--- src/rtl/lsu_bus_bridge.sv ---
// -----------------------------------------------------------------------------
// lsu_bus_bridge
//
// Load/store stage sitting directly after the single-cycle datapath. Each
// RV32I load or store is turned into one word-wide bus transaction with byte
// enables. The handshake is request/acknowledge, and a timeout aborts the
// transaction if the acknowledge never comes. While the bus is busy, stall is
// raised so that the PC holds and the register write is suppressed.
//
// Ports
//   clk        system clock, rising edge
//   reset      asynchronous, active-low reset
//   mem_rd     load request for the current instruction
//   mem_wr     store request (a store wins if mem_rd is also set)
//   funct3     access size/sign: 000 B, 001 H, 010 W, 100 BU, 101 HU
//   addr       byte address (ALUResult)
//   wdata      store data (WriteData), LSB-justified
//   rdata      extended load data to the result mux; valid in DONE
//   stall      combinational; holds the PC while an aligned access is pending
//   misalign   one-cycle pulse for a misaligned or undefined access
//   bus_err    one-cycle pulse (the DONE cycle) when the transaction timed out
//   bus_req    bus request, held until ack or timeout
//   bus_we     1 = write transaction
//   bus_addr   word-aligned address
//   bus_be     byte enables
//   bus_wdata  store data replicated into the byte lanes
//   bus_rdata  raw word returned by the bus
//   bus_ack    transaction complete; sampled only while in REQ
// -----------------------------------------------------------------------------
module lsu_bus_bridge #(
   parameter int unsigned TIMEOUT_CYCLES = 16,
   parameter int unsigned ADDR_W         = 32
) (
   input  logic              clk,
   input  logic              reset,
   input  logic              mem_rd,
   input  logic              mem_wr,
   input  logic [2:0]        funct3,
   input  logic [ADDR_W-1:0] addr,
   input  logic [31:0]       wdata,
   output logic [31:0]       rdata,
   output logic              stall,
   output logic              misalign,
   output logic              bus_err,
   output logic              bus_req,
   output logic              bus_we,
   output logic [ADDR_W-1:0] bus_addr,
   output logic [3:0]        bus_be,
   output logic [31:0]       bus_wdata,
   input  logic [31:0]       bus_rdata,
   input  logic              bus_ack
);

   localparam int unsigned CNT_W = (TIMEOUT_CYCLES > 1) ? $clog2(TIMEOUT_CYCLES) : 1;
   localparam logic [CNT_W-1:0] CNT_LAST = CNT_W'(TIMEOUT_CYCLES - 1);

   typedef enum logic [1:0] {
      IDLE = 2'd0,
      REQ  = 2'd1,
      DONE = 2'd2
   } state_t;

   state_t           state;
   logic [CNT_W-1:0] counter;
   logic [1:0]       off_q;      // byte offset of the access in flight
   logic [2:0]       f3_q;       // size/sign of the access in flight

   logic             req_any;
   logic             aligned;
   logic [3:0]       be_next;
   logic [31:0]      wdata_next;
   logic [31:0]      shifted;
   logic [31:0]      load_ext;

   assign req_any = mem_rd | mem_wr;

   // Size decode: alignment check, byte enables and lane replication.
   // An undefined funct3 is reported as misaligned so it never reaches the bus.
   always_comb begin
      aligned    = 1'b0;
      be_next    = '0;
      wdata_next = '0;
      case (funct3)
         3'b000, 3'b100: begin
            aligned    = 1'b1;
            be_next    = 4'b0001 << addr[1:0];
            wdata_next = {4{wdata[7:0]}};
         end
         3'b001, 3'b101: begin
            aligned    = ~addr[0];
            be_next    = 4'b0011 << addr[1:0];
            wdata_next = {2{wdata[15:0]}};
         end
         3'b010: begin
            aligned    = (addr[1:0] == 2'b00);
            be_next    = 4'b1111;
            wdata_next = wdata;
         end
         default: begin
            aligned    = 1'b0;
         end
      endcase
   end

   // DONE releases the stall so that the core commits on that edge.
   assign stall = req_any & aligned & (state != DONE);

   // Move the addressed byte/half down to bit 0, then extend it.
   assign shifted = bus_rdata >> {off_q, 3'b000};

   always_comb begin
      load_ext = shifted;
      case (f3_q)
         3'b000:  load_ext = {{24{shifted[7]}},  shifted[7:0]};
         3'b100:  load_ext = {24'h000000,        shifted[7:0]};
         3'b001:  load_ext = {{16{shifted[15]}}, shifted[15:0]};
         3'b101:  load_ext = {16'h0000,          shifted[15:0]};
         default: load_ext = shifted;
      endcase
   end

   always_ff @(posedge clk or negedge reset) begin
      if (!reset) begin
         state     <= IDLE;
         counter   <= '0;
         off_q     <= '0;
         f3_q      <= '0;
         bus_req   <= 1'b0;
         bus_we    <= 1'b0;
         bus_addr  <= '0;
         bus_be    <= '0;
         bus_wdata <= '0;
         rdata     <= '0;
         misalign  <= 1'b0;
         bus_err   <= 1'b0;
      end else begin
         misalign <= 1'b0;
         bus_err  <= 1'b0;
         case (state)
            IDLE: begin
               if (req_any && !aligned) begin
                  // Dropped access: no bus cycle, only the pulse and a zero result.
                  misalign <= 1'b1;
                  rdata    <= '0;
               end else if (req_any) begin
                  bus_addr  <= {addr[ADDR_W-1:2], 2'b00};
                  bus_we    <= mem_wr;
                  bus_be    <= be_next;
                  bus_wdata <= wdata_next;
                  off_q     <= addr[1:0];
                  f3_q      <= funct3;
                  bus_req   <= 1'b1;
                  counter   <= '0;
                  state     <= REQ;
               end
            end
            REQ: begin
               // The ack is checked first so that it wins over a timeout on the same cycle.
               if (bus_ack) begin
                  bus_req <= 1'b0;
                  rdata   <= bus_we ? '0 : load_ext;
                  state   <= DONE;
               end else if (counter == CNT_LAST) begin
                  bus_req <= 1'b0;
                  bus_err <= 1'b1;
                  rdata   <= '0;
                  state   <= DONE;
               end else begin
                  counter <= counter + 1'b1;
               end
            end
            DONE: begin
               counter <= '0;
               state   <= IDLE;
            end
            default: begin
               bus_req <= 1'b0;
               state   <= IDLE;
            end
         endcase
      end
   end

endmodule

--- config.mk ---
export PLATFORM = sky130hd
export DESIGN_NAME = lsu_bus_bridge
export DESIGN_NICKNAME = d
export VERILOG_FILES = /design/src/rtl/lsu_bus_bridge.sv
export SDC_FILE = /design/constraint.sdc
export NUM_CORES = 1
export LEC_CHECK = 0
export ABC_AREA = 1
export CORE_ASPECT_RATIO = 1.1
export CORE_MARGIN = 5
export CORE_UTILIZATION = 33
export CTS_CLUSTER_SIZE = 8
export DETAILED_ROUTE_END_ITERATION = 6
export PLACE_DENSITY = 0.7
export RECOVER_POWER = 100
export SLEW_MARGIN = 20
export SYNTH_ARGS = -nofsm -noshare
export SYNTH_HDL_FRONTEND = slang
export SYNTH_SLANG_ARGS = --single-unit
--- constraint.sdc ---
create_clock -name clk -period 1.7 [get_ports clk]
set_clock_uncertainty 0.15 [all_clocks]
set_input_delay 0.17 -clock clk [delete_from_list [all_inputs] [get_ports clk]]
set_output_delay 0.17 -clock clk [all_outputs]
set_load 0.02 [all_outputs]
==> impl_results.md, run 1 <==
- Status: finished, final reports clean
- Yosys synthesis warning count: 0
- Final WL: 17,900 µm
- Num rows: 49
- Number of synthesized flops with an enable pin: 0
- Routed vias/inst: 4.79
- Simple-gate area share of the yosys netlist: 33.8%
- 1st-pass router iterations: 5
- Area of the core: 0.0164 mm²
- Final nets: 1,071
- Longest Clk Path Bufs: 2
- Ports: ~210
- Setup CP Type: flip-flop to primary output
- Root Driver: clkbuf_16
- Sw Ratio: between 40% and 50%
- Worst Hold Class: primary input to flip-flop
- Antenna Violating Nets Remaining: 0
- Grt ovf: 0
- Final Cycle Share: 98.3%
- Placer Congestion: 0.842
- Die H: 146 µm
- P&R area growth vs syn: 52.8%
- Non-Filler Instances: 1,182
- Slew @ Worst Pin: 824 ps
- Number of buffers created by CTS: 17
- Peak Freq: 0.598 GHz
- Internal: 0.00845 W
- Clock Sinks: about 110
- IO buf count: around 210
- Synth top area cells: dfrtp_1, nand2_1, nand3_1
- Antenna diode count: 0
- Wire per inst: 15.2 µm
- Initial Util: 33.6%
- Clock Latency Late Sink: 410 ps
- Mux cell area share after synthesis: 0%
- Final setup vio count: 0
- Sequential area share after synthesis: 51.2%
- Fin. max-slew vios: 0
- Clock share of power: 22.4%
- DIE AREA: between 0.015 and 0.02 mm²
- Minimum clock period: approximately 1700 ps
- Pin count of the biggest net entering global routing: 60
- Synth Area in Compound Gates: under 10%
- Post-synth ARST share: 100%
- Chip Width: 133 µm
- Antenna violations before repair: 0
- Worst vdd ir: approximately 0.00088 V
- Synthesized area: 0.00553 mm²
- First-pass GRT wire length: 28,800 µm
- RSZ-0062 raised after global routing: yes
- Leading cell types by count after synthesis: nand2_1, dfrtp_1, nand3_1, a21oi_1, o21ai_1
- Top cell type's share of synthesized area: 51.2%
- Logic pwr share: between 40% and 50%
- Count of max-cap constraint violations: 0
- Critical Path AT: 1350 ps
- Post-synthesis cell count: 738
- Post-route DRC violation count: 0
- Setup crit start kind: flip-flop
- Clock slew at the register clock pins of the worst setup and hold paths: 60 ps
- Count of cell types in the netlist: 26
- Synth Area in Adders: 0.226%
- Setup bufs post-CTS: 0
- Share of cells above drive strength 1: 9.71%
- Req. time, crit path: 1380 ps
- Tot GR Track Use: 18.4%
- Setup TNS: 0 ps
- Count leader, synth: nand2_1
- Combinational family with the most area after synthesis: simple AND/OR/NAND/NOR gates
- Leak pwr: 4.55 nW
- Crit end category: primary output
- Final Hold Viols: 0
- Drt initial violations: 436
- Synth Flop Type: dfrtp_1
- Post-DP HPWL: 13,000 µm
- Avg Cell Area, Syn: about 7.5 µm²
- Vias in the first global route: 5,490
- Area leader, netlist: dfrtp_1
- Synth Area in XOR/XNOR: less than 1%
- Seq cells post-synth: 113
- Post-route core utilization: 51.4%
- Net Sw Power: 0.00626 W
- Placed instance count: 1,148
- Worst Path Max Fanout: 2
- Slew Limit Headroom: 45.1%
- CTS tree: done
- CTS H-tree depth: 4
- DR vias: between 5,000 and 6,000
- PD cells: 1740 mW/mm²
- Pwr Total: 0.0147 W
- Seq pwr share: 30.6%
worst max-delay path: stages, from the launching register on:
cell	delay [ps]
dfrtp_1	380
inv_2	60
nor2_2	40
a211oi_2	190
buf_4	150
buf_6	110
stage by stage:
step / worst slack, ps / area (µm²) / hold slack (ps)
after floorplan: 229 / 5530 / -276
after global placement: -540 / 8020 / -161
after detailed placement: -555 / 8020 / -159
after CTS: 0.791 / 8460 / 111
after global routing: -48.5 / 8440 / 66.3
final: 29.1 / 8440 / 32.1
state kept, by name (all words and copies together), names as in the netlist:
signal,flops
bus_be,4
off_q,2
state,2
bus_we,1
f3_q,3
bus_wdata,32
misalign,1
bus_req,1
rdata,32
counter,4
bus_err,1
bus_addr,30
final timing paths:
check                           start             to  slack, ps  cells past startpoint
setup / recovery             state[1]          stall         30                      5
hold / removal                addr[1]      bus_be[0]         30                      4
setup reg to reg           counter[0]      rdata[29]         80                      9
hold reg to reg               bus_req        bus_req        320                      2
max in group asynchronous       reset  bus_wdata[26]        350                      3
min in group asynchronous       reset       rdata[3]        400                      3
placed cells by master (no fill, tap or decap):
cell,synthesis,layout
dlymetal6s2s_1,0,1
clkbuf_1,7,8
dfrtp_1,113,113
buf_12,0,8
nand3_1,45,45
a211oi_2,0,1
dlygate4sd3_1,0,2
and2_1,1,1
clkinv_2,0,5
ha_1,1,1
nor3b_1,1,1
clkbuf_4,0,1
buf_4,10,26
nor2_1,13,9
clkbuf_2,0,2
o21ai_0,21,21
nor2_2,3,5
clkinv_4,0,2
clkdlybuf4s50_1,0,99
clkinvlp_4,0,5
dlygate4sd2_1,0,97
inv_1,19,19
nand2_2,2,3
inv_2,8,7
clkinv_1,1,1
nand3_4,2,2
inv_4,0,1
buf_6,5,2
a31oi_1,7,7
clkbuf_16,0,18
a21oi_1,32,32
xor2_1,1,1
nand3_2,3,3
inv_6,0,1
nand2_1,396,395
conb_1,1,2
o21ai_1,28,28
nor2_4,0,2
bufinv_16,0,1
power by group through the flow:
| stage | logic [W] | registers [W] | clock network, W |
|---|---|---|---|
| 5_1_grt | 0.00760 | 0.00468 | 0.00350 |
| 6_report | 0.00693 | 0.00450 | 0.00329 |
| 2_1_floorplan | 0.00277 | 0.00582 | 0 |
| 3_5_place_dp | 0.00768 | 0.00455 | 0 |
| 3_3_place_gp | 0.00762 | 0.00453 | 0 |
| 4_1_cts | 0.00697 | 0.00451 | 0.00335 |
final cells by class:
cell class                      count  area, µm²
Clock inverter                     14        119
Clock buffer                       17        425
Inverter                           28        108
Timing Repair Buffer              247       2320
Fill cell                        1623       7990
Multi-Input combinational cell    559       2380
Sequential cell                   113       2830
Tap cell                          204        255
timing repair:
action | CTS | global route
hold buffers | 2 | 0
cloned | 0 | 1
setup endpoints to repair | 96 | 105
pin swaps | 0 | 3
endpoints found under the hold margin | 113 | 0
gates resized for setup | 103 | 18
per-layer routing:
layer | vias up | track usage [%] | wire, µm
met5 | - | 0 | 0
li1 | 2785 | - | -
met2 | 227 | 28.9 | 8170
met3 | 29 | 6.88 | 1620
met4 | 0 | 6.28 | 386
met1 | 2622 | 23.4 | 7750
kinds of logic after synthesis:
logic type	count (synthesis)
AND/OR/NAND/NOR	466
XOR/XNOR	1
other	1
buffers and inverters	67
adder cells (fa/ha/maj)	1
flip-flops	113
AO/OA/AOI/OAI	89
(Power assumes the default switching activity.)
==> run 2, diff against run 1 <==
CAP_MARGIN = 5   (was default)
==> results of run 2 <==
Final layout, timing and power as in run 1 (identical DEF).
==> run 3, diff against run 2 <==
PLACE_DENSITY = 0.72   (was 0.7)
clock period = 1.4 ns   (was 1.7 ns; I/O delays follow)
==> impl_results.md, run 3 (synthesis results as in run 1) <==
- Non-Filler Instances: 1,217
- Largest regs: bus_wdata (32), rdata (32), bus_addr (30)
- Post-DP HPWL: 12,900 µm
- Pin count of the biggest net entering global routing: 61
- Crit-path max cell delay: 400 ps
- Placed instance count: 1,165
- First-pass GRT wire length: 31,100 µm
- DIE AREA: 0.0194 mm²
- Fin. max-slew vios: 0
- Top Family by Delay on Critical Path: buffers and inverters
- Num rows: 49
- Pwr Total: 0.0197 W
- Req. time, crit path: 1110 ps
- PD cells: ~2200 mW/mm²
- CP most frequent cell: buf_6
- Clock Latency Late Sink: around 400 ps
- Cell Chain, Critical Path: inv_2 -> buf_6 -> nor2_4 -> a211oi_2 -> buf_4 -> buf_6
- Crit end category: primary output
- Post-route DRC violation count: 0
- Vias in the first global route: approximately 6,000
- Longest Clk Path Bufs: 2
- Antenna Violating Nets Remaining: 0
- IO buf count: 206
- Critical Path AT: 1400 ps
- Commonest non-fill, non-tap cell in the layout: nand2_1
- Most frequent cells in the layout: nand2_1, dfrtp_1, clkdlybuf4s50_1
- Initial Util: 33.6%
- Final setup vio count: 111
- Slew @ Worst Pin: roughly 810 ps
- Number of buffers created by CTS: 17
- Count of max-cap constraint violations: 0
- Worst Path Max Fanout: 2
- Post-route core utilization: 55.3%
- Status: complete, but fails checks
- Final WL: 19,400 µm
- RSZ-0062 raised after global routing: yes
- P&R area growth vs syn: 64.4%
- Placer Congestion: around 0.90
- Tot GR Track Use: between 20% and 30%
- Grt ovf: 0
- Peak Freq: 0.590 GHz
- Slew Limit Headroom: 45.9%
- Wire per inst: 16.0 µm
- Leak pwr: 4.52 nW
- Antenna violations before repair: 1
- Ports: between 200 and 250
- Minimum clock period: 1690 ps
- Crit-path slowest cell: dfrtp_1
- Root Driver: clkbuf_16
- DR vias: around 6,000
- Share of cells above drive strength 1: 19.4%
- Area of the core: 0.0164 mm²
- Worst Hold Class: primary input to flip-flop
- CP Buf/Inv Count: 4
- Clock slew at the register clock pins of the worst setup and hold paths: 50 ps
- 1st-pass router iterations: 5
- Die H: ~150 µm
- Setup CP Type: flip-flop to primary output
- Failing checks: setup timing
- Drt initial violations: 389
- Final nets: 1,104
- Routed vias/inst: 4.83
- Setup WS post-layout: -294 ps
- Chip Width: around 130 µm
- Clock Sinks: 113
- CTS tree: done
- Final Hold Viols: 0
- Final Cycle Share: 121%
- Setup crit start kind: flip-flop
- Worst vdd ir: between 0.001 and 0.0015 V
- CTS H-tree depth: 4
run 3: cell types whose count changed in the layout (fill, tap and decap cells not counted), moves of 6 or more:
cell,change
nand2_1,-6
dlygate4sd2_1,-97
buf_16,+8
clkdlybuf4s15_2,+55
buf_4,+24
clkbuf_1,+29
clkdlybuf4s15_1,+12
run 3: final cells by class:
| type | count | area (µm²) |
|---|---|---|
| multi-input cells | 560 | 2470 |
| clock buffers | 20 | 437 |
| inverters | 28 | 118 |
| diodes | 1 | 2.50 |
| well taps | 204 | 255 |
| fillers | 1499 | 7350 |
| clock inverters | 12 | 183 |
| repair buffers | 279 | 2790 |
| flip-flops and latches | 113 | 2830 |
run 3: worst min-delay path, delay by kind of cell:
kind | cells | cell delay (ps)
AO/OA/AOI/OAI | 1 | 60
buffers and inverters | 3 | 360
run 3: worst paths after layout:
| kind | startpoint | to | slack (ps) | cells after the start |
|---|---|---|---|---|
| worst max-delay path | state[1] | stall | -290 | 6 |
| worst min-delay path | funct3[1] | f3_q[1] | 60 | 4 |
| worst max register to register | state[0] | bus_wdata[3] | -230 | 8 |
| worst min register to register | rdata[1] | rdata[1] | 320 | 2 |
| max in group asynchronous | reset | counter[1] | 230 | 3 |
| min in group asynchronous | reset | rdata[15] | 330 | 3 |
run 3: routing by layer:
layer  GRT usage (%)  wire (µm)
met1            24.0       7900
met2            33.7       9350
met3            6.78       1720
met4            7.46        463
met5               0          0
run 3: repair_timing:
item | in CTS | in global routing
pin swaps | 3 | 5
setup endpoints to repair | 211 | 143
hold endpoints to repair | 113 | 0
gates cloned | 10 | 0
buffers inserted | 6 | 2
hold buffers | 1 | 0
resized for setup | 293 | 40
run 3: per-stage QoR:
stage	area, µm²	hold slack [ps]	TNS, ps	setup WS [ps]
after floorplan	5580	-306	-160	-6.53
after detailed placement	8160	19.9	-42830	-456
final	9080	57.8	-18260	-294
after global placement	8160	16.7	-39000	-417
after CTS	9280	86.2	-16850	-362
after global routing	9080	64.9	-26680	-368
run 3: report_power, final:
group | switching, W | total (W) | internal, W | leakage [nW]
registers | 0.000849 | 0.00553 | 0.00468 | 1.47
logic | 0.00559 | 0.00961 | 0.00401 | 2.76
clock network | 0.00159 | 0.00458 | 0.00299 | 0.291
